==> config.mk <==
export PLATFORM = sky130hd
export DESIGN_NAME = spi_mem_responder_flat
export DESIGN_NICKNAME = d
export VERILOG_FILES = /design/src/rtl/spi_mem_responder_pkg.sv /design/src/rtl/spi_mem_responder_if.sv /design/src/rtl/spi_mem_responder_sync_edge.sv /design/src/rtl/spi_mem_responder.sv /design/src/flat_wrapper.sv
export SDC_FILE = /design/constraint.sdc
export NUM_CORES = 1
export LEC_CHECK = 0
export BUFFER_PORTS_ARGS = -buffer_cell sky130_fd_sc_hd__buf_2
export CORE_MARGIN = 3
export CORE_UTILIZATION = 63
export DETAILED_ROUTE_END_ITERATION = 12
export MAX_ROUTING_LAYER = met4
export PLACE_DENSITY_LB_ADDON = 0.12
export SETUP_SLACK_MARGIN = 0.4
export SYNTH_ARGS = -nofsm -noshare
export SYNTH_HDL_FRONTEND = slang
export SYNTH_SLANG_ARGS = --single-unit
export TNS_END_PERCENT = 1
==> constraint.sdc <==
create_clock -name clk -period 4.2 [get_ports clk]
set_clock_uncertainty 0.15 [all_clocks]
set_input_delay 0.63 -clock clk [delete_from_list [all_inputs] [get_ports clk]]
set_output_delay 0.63 -clock clk [all_outputs]
set_load 0.005 [all_outputs]
==> src/rtl/spi_mem_responder_pkg.sv <==
// Shared constants, state encoding and command decode for the SPI memory responder.
package spi_mem_responder_pkg;

    localparam logic [7:0] SPI_CMD_READ  = 8'h03;
    localparam logic [7:0] SPI_CMD_WRITE = 8'h02;
    localparam int         SPI_ADDR_BITS = 24;

    localparam int ST_W = 6;
    typedef logic [ST_W-1:0] state_t;

    // One-hot encoding, one bit per state.
    localparam state_t ST_IDLE    = 6'b000001;
    localparam state_t ST_CMD     = 6'b000010;
    localparam state_t ST_ADDR    = 6'b000100;
    localparam state_t ST_RD_DATA = 6'b001000;
    localparam state_t ST_WR_DATA = 6'b010000;
    localparam state_t ST_IGNORE  = 6'b100000;

    typedef enum logic [1:0] {
        CMD_KIND_READ,
        CMD_KIND_WRITE,
        CMD_KIND_BAD
    } cmd_kind_t;

    function automatic cmd_kind_t decode_cmd(input logic [7:0] cmd_byte);
        cmd_kind_t kind;
        case (cmd_byte)
            SPI_CMD_READ:  kind = CMD_KIND_READ;
            SPI_CMD_WRITE: kind = CMD_KIND_WRITE;
            default:       kind = CMD_KIND_BAD;
        endcase
        return kind;
    endfunction

endpackage

==> src/rtl/spi_mem_responder_if.sv <==
// SPI pins, host preload port and status flags of the SPI memory responder.
interface spi_mem_responder_if #(
    parameter int ADDR_W = 6
);
    logic              sclk;
    logic              mosi;
    logic              cs_n;
    logic              miso;
    logic              host_we;
    logic [ADDR_W-1:0] host_addr;
    logic [7:0]        host_wdata;
    logic              busy;
    logic              cmd_error;

    modport master (
        output sclk, mosi, cs_n, host_we, host_addr, host_wdata,
        input  miso, busy, cmd_error
    );

    modport slave (
        input  sclk, mosi, cs_n, host_we, host_addr, host_wdata,
        output miso, busy, cmd_error
    );
endinterface

==> src/rtl/spi_mem_responder_sync_edge.sv <==
// Two-flop synchronizer plus one delay flop for rise/fall detection of a slow pin.
module spi_sync_edge #(
    parameter logic RESET_VAL = 1'b0
) (
    input  logic clk,
    input  logic rst_n,
    input  logic din,
    output logic sync,
    output logic rise,
    output logic fall
);
    logic [2:0] pipe_reg;

    always_ff @(posedge clk or negedge rst_n) begin
        if (!rst_n) begin
            pipe_reg <= {3{RESET_VAL}};
        end else begin
            pipe_reg <= {pipe_reg[1:0], din};
        end
    end

    assign sync = pipe_reg[1];
    assign rise = pipe_reg[1] & ~pipe_reg[2];
    assign fall = ~pipe_reg[1] & pipe_reg[2];
endmodule

==> src/rtl/spi_mem_responder.sv <==
// SPI mode-0 target serving a byte-addressed RAM with READ/WRITE commands and a host preload port.
module spi_mem_responder
    import spi_mem_responder_pkg::*;
#(
    parameter int DEPTH  = 64,
    parameter int ADDR_W = $clog2(DEPTH)
) (
    input logic                clk,
    input logic                rst_n,
    spi_mem_responder_if.slave bus
);
    localparam int SHW = (ADDR_W > 8) ? ADDR_W : 8;

    logic sclk_sync_unused, sclk_rise, sclk_fall;
    logic cs_sync, cs_rise_unused, cs_fall;
    logic [1:0] mosi_pipe_reg;
    logic mosi_sync;

    state_t state_reg, state_next;
    logic [4:0]        bit_cnt_reg;
    logic [SHW-2:0]    shift_reg;
    logic [SHW-1:0]    shift_in;
    logic [ADDR_W-1:0] addr_ptr_reg;
    logic [7:0]        tx_byte_reg;
    logic              load_pend_reg;
    logic              is_read_reg;
    logic              cmd_error_reg;
    logic              busy_reg;
    logic [1:0]        settle_cnt_reg;
    logic              settled, active;

    logic frame_start, shift_en, cmd_done, addr_done, byte_done, rd_fall, spi_we, miso_out;
    logic              ram_we;
    logic [ADDR_W-1:0] ram_waddr;
    logic [7:0]        ram_wdata;
    logic [7:0]        ram [DEPTH];
    logic [7:0]        ram_rd_reg;

    // cs_n idles high so a pin already low at reset release shows up as low, not as a fresh fall.
    spi_sync_edge #(.RESET_VAL(1'b0)) u_sclk_sync (
        .clk(clk), .rst_n(rst_n), .din(bus.sclk),
        .sync(sclk_sync_unused), .rise(sclk_rise), .fall(sclk_fall)
    );

    spi_sync_edge #(.RESET_VAL(1'b1)) u_cs_sync (
        .clk(clk), .rst_n(rst_n), .din(bus.cs_n),
        .sync(cs_sync), .rise(cs_rise_unused), .fall(cs_fall)
    );

    always_ff @(posedge clk or negedge rst_n) begin
        if (!rst_n) begin
            mosi_pipe_reg <= '0;
        end else begin
            mosi_pipe_reg <= {mosi_pipe_reg[0], bus.mosi};
        end
    end

    assign mosi_sync = mosi_pipe_reg[1];
    assign shift_in  = {shift_reg, mosi_sync};
    assign settled   = (settle_cnt_reg == 2'd3);
    assign active    = ~cs_sync;

    always_ff @(posedge clk or negedge rst_n) begin
        if (!rst_n) begin
            state_reg <= ST_IDLE;
        end else begin
            state_reg <= state_next;
        end
    end

    always_comb begin
        state_next = state_reg;
        case (state_reg)
            ST_IDLE: begin
                if (settled) begin
                    if (cs_fall) begin
                        state_next = ST_CMD;
                    end else if (!cs_sync) begin
                        state_next = ST_IGNORE;
                    end
                end
            end
            ST_CMD: begin
                if (cmd_done) begin
                    state_next = (decode_cmd(shift_in[7:0]) == CMD_KIND_BAD) ? ST_IGNORE : ST_ADDR;
                end
            end
            ST_ADDR: begin
                if (addr_done) begin
                    state_next = is_read_reg ? ST_RD_DATA : ST_WR_DATA;
                end
            end
            ST_RD_DATA, ST_WR_DATA, ST_IGNORE: ;
            default: state_next = ST_IDLE;
        endcase
        // Deselect wins over every other transition.
        if (state_reg != ST_IDLE && cs_sync) begin
            state_next = ST_IDLE;
        end
    end

    always_comb begin
        frame_start = 1'b0;
        shift_en    = 1'b0;
        cmd_done    = 1'b0;
        addr_done   = 1'b0;
        byte_done   = 1'b0;
        rd_fall     = 1'b0;
        spi_we      = 1'b0;
        miso_out    = 1'b0;
        case (state_reg)
            ST_IDLE: frame_start = settled & cs_fall;
            ST_CMD: begin
                shift_en = active & sclk_rise;
                cmd_done = active & sclk_rise & (bit_cnt_reg == 5'd7);
            end
            ST_ADDR: begin
                shift_en  = active & sclk_rise;
                addr_done = active & sclk_rise & (bit_cnt_reg == 5'(SPI_ADDR_BITS - 1));
            end
            ST_RD_DATA: begin
                shift_en  = active & sclk_rise;
                byte_done = active & sclk_rise & (bit_cnt_reg[2:0] == 3'd7);
                rd_fall   = active & sclk_fall;
                miso_out  = tx_byte_reg[7];
            end
            ST_WR_DATA: begin
                shift_en  = active & sclk_rise;
                byte_done = active & sclk_rise & (bit_cnt_reg[2:0] == 3'd7);
                spi_we    = active & sclk_rise & (bit_cnt_reg[2:0] == 3'd7);
            end
            default: ;
        endcase
    end

    always_ff @(posedge clk or negedge rst_n) begin
        if (!rst_n) begin
            bit_cnt_reg    <= '0;
            shift_reg      <= '0;
            addr_ptr_reg   <= '0;
            tx_byte_reg    <= '0;
            load_pend_reg  <= 1'b0;
            is_read_reg    <= 1'b0;
            cmd_error_reg  <= 1'b0;
            busy_reg       <= 1'b0;
            settle_cnt_reg <= '0;
        end else begin
            busy_reg <= ~cs_sync;
            if (!settled) begin
                settle_cnt_reg <= settle_cnt_reg + 2'd1;
            end
            if (frame_start) begin
                cmd_error_reg <= 1'b0;
            end else if (cmd_done && decode_cmd(shift_in[7:0]) == CMD_KIND_BAD) begin
                cmd_error_reg <= 1'b1;
            end
            if (state_reg == ST_IDLE || cs_sync) begin
                bit_cnt_reg   <= '0;
                shift_reg     <= '0;
                tx_byte_reg   <= '0;
                load_pend_reg <= 1'b0;
            end else begin
                if (shift_en) begin
                    shift_reg <= shift_in[SHW-2:0];
                end
                if (cmd_done || addr_done || byte_done) begin
                    bit_cnt_reg <= '0;
                end else if (shift_en) begin
                    bit_cnt_reg <= bit_cnt_reg + 5'd1;
                end
                if (cmd_done) begin
                    is_read_reg <= (decode_cmd(shift_in[7:0]) == CMD_KIND_READ);
                end
                // A pending load makes the next sclk fall present a fresh byte.
                if (addr_done) begin
                    addr_ptr_reg  <= shift_in[ADDR_W-1:0];
                    load_pend_reg <= 1'b1;
                end else if (byte_done) begin
                    addr_ptr_reg  <= addr_ptr_reg + ADDR_W'(1);
                    load_pend_reg <= 1'b1;
                end else if (rd_fall && load_pend_reg) begin
                    tx_byte_reg   <= ram_rd_reg;
                    load_pend_reg <= 1'b0;
                end else if (rd_fall) begin
                    tx_byte_reg <= {tx_byte_reg[6:0], 1'b0};
                end
            end
        end
    end

    // Host writes only get through while no frame is in progress.
    assign ram_we    = spi_we | (bus.host_we & ~busy_reg);
    assign ram_waddr = spi_we ? addr_ptr_reg : bus.host_addr;
    assign ram_wdata = spi_we ? shift_in[7:0] : bus.host_wdata;

    always_ff @(posedge clk) begin
        if (ram_we) begin
            ram[ram_waddr] <= ram_wdata;
        end
        ram_rd_reg <= ram[addr_ptr_reg];
    end

    assign bus.miso      = miso_out;
    assign bus.busy      = busy_reg;
    assign bus.cmd_error = cmd_error_reg;
endmodule

==> src/flat_wrapper.sv <==
// flat-port wrapper written by rule: the top's interface ports become plain ports
module spi_mem_responder_flat import spi_mem_responder_pkg::*;
#(
    parameter int DEPTH  = 64,
    parameter int ADDR_W = $clog2(DEPTH)
)
  (clk, rst_n, bus_sclk, bus_mosi, bus_cs_n, bus_host_we, bus_host_addr, bus_host_wdata, bus_miso, bus_busy, bus_cmd_error);
  spi_mem_responder_if #(.ADDR_W(ADDR_W)) bus_i ();
  input logic clk;
  input logic rst_n;
  input wire logic [$bits(bus_i.sclk)-1:0] bus_sclk;
  input wire logic [$bits(bus_i.mosi)-1:0] bus_mosi;
  input wire logic [$bits(bus_i.cs_n)-1:0] bus_cs_n;
  input wire logic [$bits(bus_i.host_we)-1:0] bus_host_we;
  input wire logic [$bits(bus_i.host_addr)-1:0] bus_host_addr;
  input wire logic [$bits(bus_i.host_wdata)-1:0] bus_host_wdata;
  output wire logic [$bits(bus_i.miso)-1:0] bus_miso;
  output wire logic [$bits(bus_i.busy)-1:0] bus_busy;
  output wire logic [$bits(bus_i.cmd_error)-1:0] bus_cmd_error;
  assign bus_i.sclk = bus_sclk;
  assign bus_i.mosi = bus_mosi;
  assign bus_i.cs_n = bus_cs_n;
  assign bus_i.host_we = bus_host_we;
  assign bus_i.host_addr = bus_host_addr;
  assign bus_i.host_wdata = bus_host_wdata;
  assign bus_miso = bus_i.miso;
  assign bus_busy = bus_i.busy;
  assign bus_cmd_error = bus_i.cmd_error;
  spi_mem_responder #(.DEPTH(DEPTH), .ADDR_W(ADDR_W)) u_core (.clk(clk), .rst_n(rst_n), .bus(bus_i));
endmodule
==> flow_summary.html <==
<table>
<tr><th>Metric</th><th>Value</th></tr>
<tr><th colspan="2">Floorplan</th></tr>
<tr><td>Top-level port count</td><td>23</td></tr>
<tr><td>Die X-Extent</td><td>196 um</td></tr>
<tr><td>Row count</td><td>69</td></tr>
<tr><td>Total die area</td><td>38500 um2</td></tr>
<tr><td>Die span in y</td><td>196 um</td></tr>
<tr><td>Floorplan core area</td><td>35600 um2</td></tr>
<tr><td>Starting density of the core</td><td>64.0%</td></tr>
<tr><th colspan="2">Logic synthesis</th></tr>
<tr><td>Proportion of register bits with asynchronous set or reset after synthesis</td><td>8.13%</td></tr>
<tr><td>Synthesis-stage register bit count</td><td>566</td></tr>
<tr><td>Top post-synthesis cells by count</td><td>sky130_fd_sc_hd__edfxtp_1, sky130_fd_sc_hd__mux2i_1, sky130_fd_sc_hd__nor2_1, sky130_fd_sc_hd__mux4_2, sky130_fd_sc_hd__a221oi_1</td></tr>
<tr><td>Post-synth top area share</td><td>67.5%</td></tr>
<tr><td>Mapped Nets</td><td>1307</td></tr>
<tr><td>Number of enable flip-flop cells after synthesis</td><td>512</td></tr>
<tr><td>Library cell occupying the most area in the post-synthesis netlist</td><td>sky130_fd_sc_hd__edfxtp_1</td></tr>
<tr><td>Number of warnings issued by yosys</td><td>0</td></tr>
<tr><td>Largest cells by area after synthesis</td><td>sky130_fd_sc_hd__edfxtp_1, sky130_fd_sc_hd__mux4_2, sky130_fd_sc_hd__mux2i_1</td></tr>
<tr><td>Combined area of all synthesized cells</td><td>22800 um2</td></tr>
<tr><td>Dominant cell by count in the synthesized netlist</td><td>sky130_fd_sc_hd__edfxtp_1</td></tr>
<tr><td>Instance count of the mapped netlist</td><td>1283</td></tr>
<tr><td>Sequential area share after synthesis</td><td>73.3%</td></tr>
<tr><td>Average footprint of a synthesized cell</td><td>17.8 um2</td></tr>
<tr><td>Synth cell types</td><td>64</td></tr>
<tr><td>Most used DFF post-synth</td><td>sky130_fd_sc_hd__edfxtp_1</td></tr>
<tr><th colspan="2">Placement</th></tr>
<tr><td>Placed cell area</td><td>23700 um2</td></tr>
<tr><td>Port Buf Inserts</td><td>22</td></tr>
<tr><td>Placed insts</td><td>1747</td></tr>
<tr><td>Final weighted congestion in routability-driven placement</td><td>0.879</td></tr>
<tr><td>HPWL reported at the end of detailed placement</td><td>32400 um</td></tr>
<tr><th colspan="2">Global routing</th></tr>
<tr><td>Vias in the first global route</td><td>12200</td></tr>
<tr><td>Wire length of the first global-routing pass</td><td>78300 um</td></tr>
<tr><td>Met1 global-route usage</td><td>40.0%</td></tr>
<tr><td>Total gr overflow</td><td>0</td></tr>
<tr><td>Initial antenna violation count</td><td>0</td></tr>
<tr><td>Fraction of met2 tracks used by global routing</td><td>42.1%</td></tr>
<tr><td>Met3 track demand over resource</td><td>6.51%</td></tr>
<tr><td>Gr usage total</td><td>28.4%</td></tr>
<tr><td>Largest net degree at the start of global routing</td><td>65</td></tr>
<tr><td>Most crowded layer after global routing</td><td>met2</td></tr>
<tr><th colspan="2">Power and ir drop</th></tr>
<tr><td>Comb power frac</td><td>2.8%</td></tr>
<tr><td>Clk network pwr share</td><td>42.3%</td></tr>
<tr><td>Worst ir drop on vdd</td><td>0.461 mV</td></tr>
<tr><td>PD cells</td><td>444 nW/um2</td></tr>
<tr><td>Net load switching power</td><td>2.27 mW</td></tr>
<tr><td>Total power of the final layout</td><td>11.3 mW</td></tr>
<tr><td>Leak Pwr</td><td>7.91 nW</td></tr>
<tr><td>Share of total power consumed by net switching</td><td>20.1%</td></tr>
<tr><td>Total internal power</td><td>9.02 mW</td></tr>
<tr><td>Flop pwr share</td><td>54.9%</td></tr>
<tr><th colspan="2">Critical path</th></tr>
<tr><td>Endpoint type of the worst setup path</td><td>register</td></tr>
<tr><td>Class of the most critical setup path</td><td>register to register</td></tr>
<tr><td>Endpoint of the lowest-slack register-to-register path</td><td>u_core.ram[45][5]$_DFFE_PP_</td></tr>
<tr><td>Path depth of the worst reg2reg path</td><td>9</td></tr>
<tr><td>CP startpoint kind</td><td>register</td></tr>
<tr><td>Setup slack of the most critical reg-to-reg path</td><td>370 ps</td></tr>
<tr><td>Critical Path Source</td><td>u_core.bit_cnt_reg[0]$_DFFE_PN0P_</td></tr>
<tr><td>Maximum fanout along the worst path</td><td>24</td></tr>
<tr><td>Required time at the worst-slack endpoint</td><td>4270 ps</td></tr>
<tr><td>Crit path DAT</td><td>3900 ps</td></tr>
<tr><td>Origin of the critical flop-to-flop path</td><td>u_core.bit_cnt_reg[0]$_DFFE_PN0P_</td></tr>
<tr><td>Timing endpoint of the critical path</td><td>u_core.ram[45][5]$_DFFE_PP_</td></tr>
<tr><th colspan="2">Routing</th></tr>
<tr><td>Remaining number of nets flagged by the antenna check after routing</td><td>0</td></tr>
<tr><td>Routed via count</td><td>12300</td></tr>
<tr><td>Total wirelength of the detailed-routed design</td><td>52100 um</td></tr>
<tr><td>Detailed Routing Iterations Pass 1</td><td>6</td></tr>
<tr><td>Number of vias per cell</td><td>6.65</td></tr>
<tr><td># DRC</td><td>0</td></tr>
<tr><td>Initial drt markers</td><td>1413</td></tr>
<tr><td>Wire per inst</td><td>28.1 um</td></tr>
<tr><th colspan="2">Min path</th></tr>
<tr><td>Type of the worst min-delay path</td><td>primary input to async pin</td></tr>
<tr><th colspan="2">Finish</th></tr>
<tr><td>Final Core Density</td><td>71.6%</td></tr>
<tr><td>Filler Cells Inserted</td><td>2191</td></tr>
<tr><td>Share of post-route cells with drive strength above 1</td><td>20.0%</td></tr>
<tr><td>Number of nets in the finished design</td><td>1370</td></tr>
<tr><td>Flip-flop count of the largest register, all copies and words added</td><td>512</td></tr>
<tr><td>Antenna fix cells</td><td>0</td></tr>
<tr><td>Number of cells in the finished layout apart from fillers</td><td>1852</td></tr>
<tr><td>Layout overhead on the synthesized area</td><td>11.7%</td></tr>
<tr><td>Post-layout instance area</td><td>25500 um2</td></tr>
<tr><th colspan="2">Timing</th></tr>
<tr><td>Slew @ Worst Pin</td><td>1030 ps</td></tr>
<tr><td>Worst slew margin relative to its limit</td><td>30.6%</td></tr>
<tr><td>Tcrit/Tclk final</td><td>91.2%</td></tr>
<tr><td>FMAX</td><td>0.261 GHz</td></tr>
<tr><td>Final setup fails</td><td>0</td></tr>
<tr><td>Unrepaired setup endpoints after global routing</td><td>true</td></tr>
<tr><td>Clock period minus worst slack</td><td>3830 ps</td></tr>
<tr><td>Number of max-slew violations in the final report</td><td>0</td></tr>
<tr><td>Sum of negative setup slack</td><td>0 ps</td></tr>
<tr><td>Final Hold Violating Endpoints</td><td>0</td></tr>
<tr><th colspan="2">Clock network</th></tr>
<tr><td>Clk Latency, worst-skew pair</td><td>590 ps</td></tr>
<tr><td>Maximum number of buffers from clock root to sink</td><td>3</td></tr>
<tr><td>Total clock buffers created by CTS</td><td>55</td></tr>
<tr><td>Clock tree from TritonCTS</td><td>built</td></tr>
<tr><td>TritonCTS sink count</td><td>566</td></tr>
<tr><td>Count of H-tree levels built during CTS</td><td>2</td></tr>
<tr><td>Clock slew at the register clock pins of the worst setup and hold paths</td><td>60 ps</td></tr>
<tr><td>Clock Tree Root</td><td>sky130_fd_sc_hd__clkbuf_16</td></tr>
<tr><th colspan="2">Outcome</th></tr>
<tr><td>Status</td><td>complete, no violations</td></tr>
<tr><th colspan="2">Run</th></tr>
<tr><td># Max-Cap Violations</td><td>0</td></tr>
</table>
-- power by group through the flow --
stage	clock network [mW]	registers (mW)	logic, mW
2_1_floorplan	0	6.30	0.191
4_1_cts	4.84	6.20	0.318
3_5_place_dp	0	6.32	0.316
6_report	4.77	6.20	0.320
3_3_place_gp	0	6.31	0.308
5_1_grt	5.08	6.20	0.349
-- logic make-up after synthesis --
family,synth area share (%)
buf+inv,1.65
compound gates,6.50
xor+xnor,0.346
fa+ha+maj,0.220
mux,13.5
simple gates,4.49
flops,73.3
-- how the worst min path moves through the flow --
stage | slack [ps] | endpoint | start
after floorplan | 180 | u_core.addr_ptr_reg[0]$_DFFE_PN0P_ | rst_n
after global placement | 200 | u_core.mosi_pipe_reg[1]$_DFF_PN0_ | u_core.mosi_pipe_reg[0]$_DFF_PN0_
after detailed placement | 190 | u_core.mosi_pipe_reg[1]$_DFF_PN0_ | u_core.mosi_pipe_reg[0]$_DFF_PN0_
after CTS | 80 | u_core.settle_cnt_reg[0]$_DFFE_PN0P_ | rst_n
after global routing | 130 | u_core.settle_cnt_reg[0]$_DFFE_PN0P_ | rst_n
final | 60 | u_core.bit_cnt_reg[1]$_DFFE_PN0P_ | rst_n
-- placed cells by master, fill, tap and decap left out, drive strengths merged, types with 13 or more instances in the layout --
cell type / count
o221ai: 16
mux2: 18
mux4: 66
clkinv: 25
nand3: 13
nor2: 92
buf: 78
a211oi: 23
nand2: 27
a21oi: 31
dfrtp: 42
mux2i: 139
clkbuf: 68
a221oi: 43
o22ai: 16
edfxtp: 512
o21ai: 38
-- layer usage --
| metal | vias to the layer above | wire [um] |
|---|---|---|
| met5 | - | 0 |
| met4 | 0 | 1870 |
| met3 | 116 | 4760 |
| li1 | 5333 | - |
| met1 | 6250 | 21000 |
| met2 | 612 | 24400 |
-- metrics by stage --
step           setup slack (ps)  hold WS, ps
2_1_floorplan              1100          181
3_3_place_gp                472          197
3_5_place_dp                407          188
4_1_cts                     370         77.0
5_1_grt                     173          128
6_report                    368         57.2
-- worst max-delay path, stage by stage, from the launching register on --
cell,delay (ps)
sky130_fd_sc_hd__dfrtp_1,380
sky130_fd_sc_hd__ha_1,200
sky130_fd_sc_hd__ha_1,190
sky130_fd_sc_hd__or3b_2,520
sky130_fd_sc_hd__nor4_4,210
sky130_fd_sc_hd__buf_4,370
sky130_fd_sc_hd__buf_4,300
sky130_fd_sc_hd__mux2i_1,350
sky130_fd_sc_hd__nand2b_1,230
sky130_fd_sc_hd__nor2_1,550
-- what timing repair did --
item	in CTS	in global routing
buffers inserted	0	0
cloned	0	0
pin swaps	0	0
endpoints found under the setup margin	16	276
hold buffers	3	0
gates resized for setup	1	3
hold endpoints to repair	3	0
-- area by class of cell --
cell class	count	area (um2)	share of cell area [%]
Inverter	5	18.8	0.0737
Tap cell	461	577	2.27
Multi-Input combinational cell	637	5730	22.5
Clock inverter	34	302	1.18
Clock buffer	68	1460	5.72
Timing Repair Buffer	81	673	2.64
Sequential cell	566	16700	65.6
Note: power is estimated with default switching activity, not from simulation.
